**src/rtl/button_encoder.sv**
```systemverilog
// Button input stage for the Simon core: 2-flop sync, per-bit debounce, press encoder FSM.
// Optional chord error pulse output enabled by defining BTN_CHORD_ERR_EN.
module button_encoder #(
  parameter int DEBOUNCE_CYCLES = 3
) (
  input  logic       clk,
  input  logic       reset,
  input  logic [3:0] btn,
  input  logic       enable,
  output logic [1:0] playerNum,
  output logic       playerPressed,
  output logic       busy
`ifdef BTN_CHORD_ERR_EN
  ,
  output logic       chordErr
`endif
);

  localparam int CNT_W = (DEBOUNCE_CYCLES < 1) ? 1 : $clog2(DEBOUNCE_CYCLES + 1);
  localparam logic [CNT_W-1:0] CNT_LAST = CNT_W'(DEBOUNCE_CYCLES - 1);

  typedef enum logic {IDLE, HELD} state_t;

  logic [3:0] s1_q, s2_q;
  logic [3:0] deb_q, deb_d;
  logic [3:0] deb_prev_q;
  logic [3:0] rise;
  logic [2:0] rise_cnt, deb_cnt;

  state_t     state_q;
  logic [1:0] player_num_q;
  logic       pressed_q;
  logic       busy_q;

  function automatic logic [2:0] popcount4(input logic [3:0] v);
    return {2'b00, v[0]} + {2'b00, v[1]} + {2'b00, v[2]} + {2'b00, v[3]};
  endfunction

  function automatic logic [1:0] onehot_index(input logic [3:0] v);
    logic [1:0] idx;
    idx = 2'd0;
    for (int i = 3; i >= 0; i--) begin
      if (v[i]) idx = 2'(i);
    end
    return idx;
  endfunction

  always_ff @(posedge clk or negedge reset) begin
    if (!reset) begin
      s1_q       <= '0;
      s2_q       <= '0;
      deb_q      <= '0;
      deb_prev_q <= '0;
    end else begin
      s1_q       <= btn;
      s2_q       <= s1_q;
      deb_q      <= deb_d;
      deb_prev_q <= deb_q;
    end
  end

  // Each bit only flips after DEBOUNCE_CYCLES consecutive synced samples disagree with it.
  for (genvar gi = 0; gi < 4; gi++) begin : g_debounce
    logic [CNT_W-1:0] cnt_q, cnt_d;
    logic             differ;

    assign differ = (s2_q[gi] != deb_q[gi]);

    always_comb begin
      cnt_d = cnt_q;
      if (!differ) begin
        cnt_d = '0;
      end else if (cnt_q == CNT_LAST) begin
        cnt_d = '0;
      end else begin
        cnt_d = cnt_q + 1'b1;
      end
    end

    assign deb_d[gi] = (differ && cnt_q == CNT_LAST) ? s2_q[gi] : deb_q[gi];

    always_ff @(posedge clk or negedge reset) begin
      if (!reset) begin
        cnt_q <= '0;
      end else begin
        cnt_q <= cnt_d;
      end
    end
  end

  assign rise     = deb_q & ~deb_prev_q;
  assign rise_cnt = popcount4(rise);
  assign deb_cnt  = popcount4(deb_q);

`ifdef BTN_CHORD_ERR_EN
  logic chord_err_q;
  assign chordErr = chord_err_q;
`endif

  always_ff @(posedge clk or negedge reset) begin
    if (!reset) begin
      state_q      <= IDLE;
      player_num_q <= 2'd0;
      pressed_q    <= 1'b0;
      busy_q       <= 1'b0;
`ifdef BTN_CHORD_ERR_EN
      chord_err_q  <= 1'b0;
`endif
    end else begin
      pressed_q   <= 1'b0;
`ifdef BTN_CHORD_ERR_EN
      chord_err_q <= 1'b0;
`endif
      case (state_q)
        IDLE: begin
          if (rise != 4'b0000) begin
            state_q <= HELD;
            busy_q  <= 1'b1;
            if (enable && rise_cnt == 3'd1 && deb_cnt == 3'd1) begin
              pressed_q    <= 1'b1;
              player_num_q <= onehot_index(rise);
            end
`ifdef BTN_CHORD_ERR_EN
            // With enable high, the only way a rise is rejected is a multi-button chord.
            else if (enable) begin
              chord_err_q <= 1'b1;
            end
`endif
          end else if (deb_q != 4'b0000) begin
            state_q <= HELD;
            busy_q  <= 1'b1;
          end
        end
        HELD: begin
          if (deb_q == 4'b0000) begin
            state_q <= IDLE;
            busy_q  <= 1'b0;
          end
        end
        default: begin
          state_q <= IDLE;
          busy_q  <= 1'b0;
        end
      endcase
    end
  end

  assign playerNum     = player_num_q;
  assign playerPressed = pressed_q;
  assign busy          = busy_q;

`ifndef SYNTHESIS
  a_single_strobe: assert property (@(posedge clk) disable iff (!reset)
    playerPressed |=> !playerPressed);
`endif

endmodule

```
**config.mk**
```make
export PLATFORM = sky130hd
export DESIGN_NAME = button_encoder
export DESIGN_NICKNAME = d
export VERILOG_FILES = /design/src/rtl/button_encoder.sv
export SDC_FILE = /design/constraint.sdc
export NUM_CORES = 1
export LEC_CHECK = 0
export CAP_MARGIN = 10
export CORE_ASPECT_RATIO = 1.75
export CORE_UTILIZATION = 45
export DETAILED_ROUTE_END_ITERATION = 10
export PLACE_DENSITY_LB_ADDON = 0.12
export SYNTH_ARGS = -nofsm -noshare
export SYNTH_HDL_FRONTEND = slang
export SYNTH_SLANG_ARGS = --single-unit
export TNS_END_PERCENT = 100
```
**constraint.sdc**
```tcl
create_clock -name clk -period 4.05 [get_ports clk]
set_clock_uncertainty 0.05 [all_clocks]
set_input_delay 0.6075 -clock clk [delete_from_list [all_inputs] [get_ports clk]]
set_output_delay 0.6075 -clock clk [all_outputs]
set_load 0.1 [all_outputs]
```
### Yosys cells after proc, flatten, opt, wreduce, memory -nomap -nowiden

Cells that the tools add are included.

* register bits: 29
* bits of input ports: 7

* reduce and logical (&&, ||, !) cells: 11
* bitwise gates (word level): 3
* add/sub/neg operators: 10
* muxes and demuxes: 23
* equal/unequal tests: 12

Operators by type and width (count)
* 2-bit 2-to-1 mux: 12
* 1-bit 2-to-1 mux: 9
* 2-bit by 1-bit adder with 2-bit output (second input constant): 4
* 2-bit == test (second input constant): 4
* 4-bit nonzero test: 2
* 2-bit by 1-bit adder with 3-bit output: 2
* 3-bit by 1-bit adder with 3-bit output: 2
* 3-bit by 1-bit == test with 1-bit output (second input constant): 2
* 1-bit logical AND: 6
* 1-bit by 1-bit adder with 2-bit output: 2
* 4-bit bitwise AND: 1
* 4-bit logical NOT: 1
* 1-bit inequality test: 4
* 4-bit NOT: 1
* 1-bit one-hot mux with 2 select lines: 2
* 3-bit inequality test (second input constant): 1
* 3-bit AND reduction: 1
* 2-bit by 1-bit inequality test with 1-bit output (second input constant): 1
* 2-bit AND reduction: 1
* 1-bit NOT: 1

### Logic depth before layout (Yosys ltp)

Gate-level depths: netlist of the first run.

* depth after elaboration: 11
* gate-level depth with buffers: 10
* mapped depth without buffers: 10

### Worst setup path after synthesis of the first run

OpenSTA, ideal clock, no wires.

* path type: reg2reg
* from: register deb_q[0]
* to: register player_num_q[1], in the netlist playerNum[1]
* clock period less this slack: 2.479 ns
* buffers on the path: 0
* library setup time: 0.128 ns
* stages on the path, launching flop included: 11
* arrival time: 2.301 ns
* path slack: 1.571 ns
* path through: dfrtp_1 -> inv_1 -> nor2_1 -> inv_1 -> ha_1 -> ha_1 -> ha_1 -> ha_1 -> nor2_1 -> nand4_4 -> mux2_1

* word-level cells in the longest chain between the ends: 8

Ends and longest elaborated chain
* from (decl): line 25 `logic [3:0] deb_q, deb_d;`
* from (signal assigned): line 52 `deb_q <= '0;`
* from (signal assigned): line 57 `deb_q <= deb_d;`
* 4-bit bitwise AND: line 91 `assign rise = deb_q & ~deb_prev_q;`
* 1-bit by 1-bit adder with 2-bit output: line 36 `return {2'b00, v[0]} + {2'b00, v[1]} + {2'b00, v[2]} + {2'b00, v[3]};`
* 2-bit by 1-bit adder with 3-bit output: line 36
* 3-bit by 1-bit adder with 3-bit output: line 36
* 3-bit by 1-bit == test with 1-bit output: line 119 `if (enable && rise_cnt == 3'd1 && deb_cnt == 3'd1) begin`
* 1-bit logical AND (2 in series): line 119
* 3-bit AND reduction (no source line)
* to (signal assigned): line 121 `player_num_q <= onehot_index(rise);`
* to (decl): line 31 `logic [1:0] player_num_q;`

Parallel ways exist; a longest one is shown, timed or not.
A chain may end at the register's enable or synchronous reset.

### Final worst setup path of the first run

* from: register deb_q[1]
* to: register player_num_q[1], in the netlist playerNum[1]

The elaborated chain is that of the path after synthesis.

==> results of run 1 <==
==> cell type report <==
type                       count  area (um^2)
multi-input combinational     47        415.4
sequential                    29        725.7
clock buffer                   6        72.57
tap                           26        32.53
fill                         212         1076
timing repair buffer          11        107.6
inverter                      14        52.55
clock inverter                 2        10.01
==> path summary, 6_finish.rpt <==
kind | start | end | slack (ps) | depth (start not counted)
max | deb_q[1] | playerNum[1] | 1460 | 9
min | s1_q[3] | s2_q[3] | 300 | 0
max reg2reg | deb_q[1] | playerNum[1] | 1460 | 9
min reg2reg | s1_q[3] | s2_q[3] | 300 | 0
max in group asynchronous | reset | g_debounce[1].cnt_q[1] | 2510 | 2
min in group asynchronous | reset | state_q | 780 | 1
==> state kept, by name, summed over array words and instances, names as in the netlist <==
| signal | cells |
|---|---|
| g_debounce.cnt_q | 8 |
| deb_prev_q | 4 |
| deb_q | 4 |
| s1_q | 4 |
| s2_q | 4 |
| playerNum | 2 |
| busy | 1 |
| playerPressed | 1 |
| state_q | 1 |
==> worst max-delay path, cell delays in order (launching register included) <==
cell and delay, ps:
dfrtp_1 390, nor2b_1 310, inv_1 80, ha_1 280, ha_1 270, ha_1 180, ha_1 260, nor2_1 190
nand4_4 140, mux2_1 330
==> metal layers <==
metal  share of wire  GRT usage  wire (um)
met3           0.039    0.08571         67
met5               0          0          0
met1            0.41     0.1909        694
met2            0.52     0.2326        886
met4           0.033     0.1000         56
==> Yosys cell counts <==
cell       n
a211oi_1   1
a21o_1     1
a21oi_1    4
a31o_2     3
a31oi_4    1
dfrtp_1   29
fa_1       1
ha_1       7
inv_1     14
maj3_1     1
mux2_1     1
mux2_2     1
mux2_4     1
nand2_1    1
nand2b_1   4
nand2b_2   1
nand4_4    1
nor2_1     3
nor2b_1    1
nor3_1     7
nor3_4     1
nor3b_1    2
xnor2_1    4
==> power groups by stage <==
stage / clock [uW] / sequential, uW / combinational, uW
global placement: 0 / 445 / 510
global route: 247 / 458 / 572
detailed placement: 0 / 450 / 513
floorplan: 0 / 530 / 315
finish: 221 / 443 / 508
CTS: 231 / 445 / 518
==> cells by family (layout without fill, tap and decap cells) <==
family	after synthesis	count (layout)	share of synthesized area
XOR/XNOR	4	4	0.02935
AND/OR/NAND/NOR	21	21	0.1195
adder cells (fa/ha/maj)	9	9	0.09853
AO/OA/AOI/OAI	10	10	0.06919
buffers and inverters	14	33	0.04402
flip-flops	29	29	0.6080
multiplexers	3	3	0.03144
==> stage by stage <==
| step | area (um^2) | total power, uW | utilization | std cells | hold slack (ps) |
|---|---|---|---|---|---|
| finish | 1416 | 1171 | 0.5683 | 135 | 297.4 |
| global route | 1416 | 1276 | 0.5683 | 135 | 304.3 |
| CTS | 1416 | 1194 | 0.5683 | 135 | 302.0 |
| detailed placement | 1334 | 962.7 | 0.5351 | 127 | 288.6 |
| floorplan | 1194 | 845.3 | - | 90 | 261.9 |
| global placement | 1334 | 954.8 | 0.5351 | 127 | 285.6 |
==> flow_summary.toml, run 1 <==
[die]
die_y_um = 70.13
rows = 24
dieArea_um2 = 2870
start_util = 0.4789
ios = 11
core_um2 = 2492
die_w_um = 40.93

[cells_and_area]
insertedDiodeCount = 0
nets = 123
drive_gt1_frac = 0.1560
syn_to_final_growth_pct = 18.66
mostFrequentLayoutCells = "dfrtp_1, inv_1, clkdlybuf4s50_1"
layout_commonest_cell = "dfrtp_1"

[clocking]
numClockSinks = 29
insertion_delay_ps = 280
cts_resized = 0
cts_tree = "built"
cts_setup_buffers = 0
clk_pin_slew_ps = 60
clockBufferDepth = 2
cts_hold_buf = 0
clock-root-buffer = "clkbuf_8"
cts_made_buffers = 5
htree_levels = 2

[sta]
layout_min_cycle_time_ps = 2594
fmax_ghz = 0.3855
hold_viol_final = 0
setup-tns-final_ps = 0
period_share = 0.6405
worst_slack_ps = 1456
max-slew-margin-rel = 0.3543
rsz0062_at_grt = "false"
setup_viol = 0
maxSlewViolCount = 0
worst_slew_pin_slew_ps = 965.5

[worst_hold_path]
hp-class = "reg -> reg"

[synthesis]
synthTopCellsByArea = "dfrtp_1, ha_1, inv_1"
synthesis.nets = 105
syn_area_per_cell_um2 = 13.26
synth_area_leader_cell = "dfrtp_1"
ys_ff_latch = 29
yosysUniqueCellTypes = 23
seq_area_frac_synth = 0.6080
synth_area_um2 = 1194
netlist.area_leader.share = 0.6080
yosys_warnings = 0
synthCells = 90

[routing]
dr_total_vias = 681
first_pass_iters = 2
ant_nets = 0
viasPerCell = 5.044
initialDrtViolationCount = 6
drt_drc_violations_left = 0
wl_um = 1704
post_drt_wl_per_cell_um = 12.62

[pwr]
p_int_uw = 696.8
clkPwrFrac = 0.188
p_switching_uw = 474.5
ir_drop_mv = 0.3554
swShare = 0.4051
power_leakage_uw = 0.0006867
power.density_nw_per_um2 = 826.9
pwr-share-comb = 0.433
p_seq_frac = 0.378

[place]
numPortBuffers = 10
post-place-ws_ps = 1437
gp_congestion = 0.7351
hpwl_um = 1280

[global_routing]
grt_pass1_wl_um = 3015
grt_use_total = 0.1661
grt_pass1_vias = 688
antenna_found_initial = 0
grt_max_degree = 22
overflow = 0

[outcome]
status = "complete, no violations"

[worst_setup_path]
critical_path_class = "reg -> reg"
crit_fanout = 4
worst_ep_required_time_ps = 4160
worstPathArrival_ps = 2700
end_kind = "register"
crit_path_start_kind = "register"

[job]
max-cap-violations = 0
(Power assumes the default switching activity.)
==> inputs of run 2 (changes only) <==
clock period = 2.47 ns   (was 4.05 ns; I/O delays follow)
==> flow_summary.toml, run 2 (synthesis results as in run 1) <==
[clocking]
clock-root-buffer = "clkbuf_8"
cts_made_buffers = 5
htree_levels = 2
clk_pin_slew_ps = 60
cts_tree = "built"
numClockSinks = 29
cts_hold_buf = 0
clockBufferDepth = 2
insertion_delay_ps = 270

[sta]
setup_viol = 0
period_share = 0.9429
max-slew-margin-rel = 0.7652
setup-tns-final_ps = 0
hold_viol_final = 0
maxSlewViolCount = 0
rsz0062_at_grt = "false"
whs_ps = 302.5
fmax_ghz = 0.4294
layout_min_cycle_time_ps = 2329
worst_slew_pin_slew_ps = 352.2

[cells_and_area]
insertedDiodeCount = 0
layout_commonest_cell = "dfrtp_1"
top_register = "g_debounce.cnt_q"
syn_to_final_growth_pct = 23.06
drive_gt1_frac = 0.2719
largest_reg_flops = 8
nets = 129
mostFrequentLayoutCells = "dfrtp_1, inv_1, buf_4"

[routing]
post_drt_wl_per_cell_um = 12.24
drt_drc_violations_left = 0
dr_total_vias = 702
first_pass_iters = 2
wl_um = 1714
ant_nets = 0
initialDrtViolationCount = 5
viasPerCell = 5.014

[global_routing]
overflow = 0
grt_max_degree = 30
grt_pass1_vias = 733
grt_use_total = 0.1535
grt_pass1_wl_um = 2884
antenna_found_initial = 0

[worst_setup_path]
critPathMaxStageDelay_ps = 360
r2r.worst_path.cells = 10
slowest_stage = "dfrtp_1"
r2r-end = "playerNum[1]"
end_kind = "register"
critPathBufInv = 2
worstPathArrival_ps = 2430
crit_top_cell = "ha_1"
crit_path_start_kind = "register"
critical_path_class = "reg -> reg"
r2r_start = "deb_q[0]"
cp_top_family = "adder cells"
worst_ep_required_time_ps = 2570
crit_fanout = 4
crit_chain = "inv_2 > nor2_4 > inv_1 > ha_1 > ha_1 > ha_1 > ha_1 > nor2_2 > nand4_4 > mux2_1"
r2r_slack_ps = 140

[die]
rows = 24
dieArea_um2 = 2870
die_w_um = 40.93
die_y_um = 70.13
start_util = 0.4789
core_um2 = 2492
ios = 11

[place]
numPortBuffers = 10
gp_congestion = 0.6548
hpwl_um = 1251

[worst_hold_path]
hold_path_end = "s2_q[3]"
hp-class = "reg -> reg"
hold_start = "s1_q[3]"
hold_depth = 0

[job]
max-cap-violations = 0

[pwr]
ir_drop_mv = 0.7451
power_leakage_uw = 0.0007235
power.density_nw_per_um2 = 1364

[outcome]
status = "complete, no violations"
run 2: changes by cell type in the layout (fill, tap and decap cells not counted), sizes merged:
| cell | change |
|---|---|
| buf | +10 |
| clkdlybuf4s50 | -4 |
| clkinv | -2 |
| clkbuf | +1 |
run 2: routing by layer:
layer	global-route usage	wire length, um
met5	0	0
met1	0.1608	690
met2	0.2413	902
met4	0.1000	51
met3	0.04762	69
run 2: worst reg2reg max path, delay by kind of cell, from the launching register on:
kind	cells	cell delay, ps
adders and majority gates	4	1020
buffers and inverters	2	130
DFF	1	360
muxes	1	320
and+or+nand+nor	3	340
run 2: layout make-up:
class / count / area [um^2]
fill: 203 / 1023
inverter: 14 / 52.55
tap: 26 / 32.53
multi-input combinational: 47 / 427.9
clock buffer: 7 / 86.33
timing repair buffer: 17 / 142.6
sequential: 29 / 726.9
run 2: through the flow:
| stage | util | total power (uW) | setup WS, ps | cells | cell area (um^2) |
|---|---|---|---|---|---|
| final | 0.5894 | 2003 | 140.9 | 140 | 1469 |
| after global routing | 0.5894 | 2162 | 15.99 | 140 | 1469 |
| after CTS | 0.5818 | 2014 | 6.062 | 139 | 1450 |
| after detailed placement | 0.5472 | 1628 | 4.648 | 132 | 1364 |
| after global placement | 0.5472 | 1612 | 66.13 | 132 | 1364 |
| after floorplan | - | 1390 | 30.44 | 90 | 1196 |
run 2: repair_timing:
action                     CTS  global route
hold endpoints to repair     0             0
setup buffers                0             1
gates resized for setup      0             5
setup endpoints to repair    0             2
run 2: worst max-delay path by stage:
stage / startpoint / to / slack (ps) / depth (start not counted)
global route: deb_q[0] / playerNum[1] / 20 / 10
floorplan: deb_q[0] / playerNum[1] / 30 / 10
global placement: deb_q[0] / playerNum[1] / 70 / 10
finish: deb_q[0] / playerNum[1] / 140 / 10
CTS: deb_q[0] / playerNum[1] / 6 / 10
detailed placement: deb_q[0] / playerNum[1] / 5 / 10
run 2: power by group:
part | internal (uW) | leakage, uW | switching [uW]
clock | 220 | 0.0000443 | 150
combinational | 377 | 0.000321 | 527
sequential | 625 | 0.000358 | 103
==> inputs of run 3 (changes only) <==
PLACE_DENSITY_LB_ADDON = not set   (was 0.12)
==> flow_summary.toml, run 3 (synthesis results as in run 1) <==
[clocking]
cts_setup_buffers = 0
htree_levels = 2
clock-root-buffer = "clkbuf_8"
clockBufferDepth = 2
cts_hold_buf = 0
clk_pin_slew_ps = 60
numClockSinks = 29
cts_tree = "built"
cts_made_buffers = 5
insertion_delay_ps = 280

[worst_setup_path]
worstPathArrival_ps = 2480
end_kind = "register"
slowest_stage = "fa_1"
crit_chain = "inv_1 > fa_1 > inv_1 > ha_1 > ha_1 > nor3_4 > nand4_4 > mux2_1"
critPathMaxStageDelay_ps = 500
cp_top_family = "adder cells"
critical_path_class = "reg -> reg"
critPathBufInv = 2
crit_fanout = 4
worst_ep_required_time_ps = 2580
crit_path_start_kind = "register"

[global_routing]
overflow = 0
grt_pass1_wl_um = 2766
grt_use_total = 0.1493
grt_pass1_vias = 681
antenna_found_initial = 0
grt_max_degree = 30

[routing]
ant_nets = 0
viasPerCell = 4.950
dr_total_vias = 698
wl_met1_um = 709
met2_length_um = 875
first_pass_iters = 2
met3WireLength_um = 80
wl_um = 1718
drt_drc_violations_left = 0
initialDrtViolationCount = 10
post_drt_wl_per_cell_um = 12.18
highest_layer = "met4"

[place]
gp_congestion = 0.6742
numPortBuffers = 10
dpl.cell_count = 133
hpwl_um = 1300
dpl_cell_area_um2 = 1371

[cells_and_area]
nets = 129
layout_commonest_cell = "dfrtp_1"
insertedDiodeCount = 0
stdcell_count = 141
syn_to_final_growth_pct = 24.21
drive_gt1_frac = 0.2783
fin_area_um2 = 1483
fillers = 211
mostFrequentLayoutCells = "dfrtp_1, inv_1, buf_4"
top_register = "g_debounce.cnt_q"
largest_reg_flops = 8

[die]
die_y_um = 70.13
die_w_um = 40.93
start_util = 0.4789
rows = 24
core_um2 = 2492
dieArea_um2 = 2870
ios = 11

[sta]
maxSlewViolCount = 0
setup-tns-final_ps = 0
setup_viol = 0
period_share = 0.9586
layout_min_cycle_time_ps = 2368
worst_slew_pin_slew_ps = 356.1
max-slew-margin-rel = 0.7626
fmax_ghz = 0.4224
hold_viol_final = 0

[pwr]
ir_drop_mv = 0.7049
power_leakage_uw = 0.0007341
power.density_nw_per_um2 = 1379
total_power_uw = 2045

[job]
max-cap-violations = 0

[worst_hold_path]
hp-class = "reg -> reg"

[outcome]
status = "complete, no violations"
[run 3: changes by cell type in the layout (fill, tap and decap cells not counted), sizes merged]
cell | previous run | this run
clkinv | 0 | 1
[run 3: cell type report]
type                    count  area (um^2)  share of cell area
well taps                  26        32.53             0.02194
inverters                  14        52.55             0.03544
repair buffers             17        142.6             0.09620
multi-input cells          47        427.9              0.2886
clock buffers               7        96.34             0.06498
flip-flops and latches     29        725.7              0.4895
clock inverters             1        5.005            0.003376
[run 3: worst paths after layout]
| kind | endpoint | cells after the start | slack (ps) | startpoint |
|---|---|---|---|---|
| max | playerNum[1] | 8 | 100 | deb_q[1] |
| min | s2_q[1] | 0 | 300 | s1_q[1] |
| max reg2reg | playerNum[1] | 8 | 100 | deb_q[1] |
| min reg2reg | s2_q[1] | 0 | 300 | s1_q[1] |
| max in group asynchronous | s2_q[1] | 2 | 1680 | reset |
| min in group asynchronous | deb_prev_q[2] | 2 | 420 | reset |
[run 3: metal layers]
metal / vias to the layer above / track usage
met5: - / 0
met1: 334 / 0.1565
li1: 342 / -
met4: 0 / 0.08889
met2: 16 / 0.2274
met3: 6 / 0.06667
[run 3: report_power, final]
| part | internal (uW) | switching, uW | total (uW) |
|---|---|---|---|
| sequential | 624 | 99.3 | 723 |
| combinational | 375 | 530 | 905 |
| clock | 251 | 165 | 416 |
| total | 1250 | 794 | 2040 |
[run 3: metrics by stage]
step	hold slack (ps)	setup WS [ps]	util
floorplan	24.91	30.44	-
global placement	286.4	50.32	0.5502
finish	298.5	102.4	0.5949
CTS	304.2	2.186	0.5909
global route	306.2	-11.68	0.5949
detailed placement	287.8	-4.241	0.5502
[run 3: what timing repair did]
action,CTS,global route
hold endpoints to repair,0,0
setup endpoints to repair,0,2
gates resized for setup,0,4
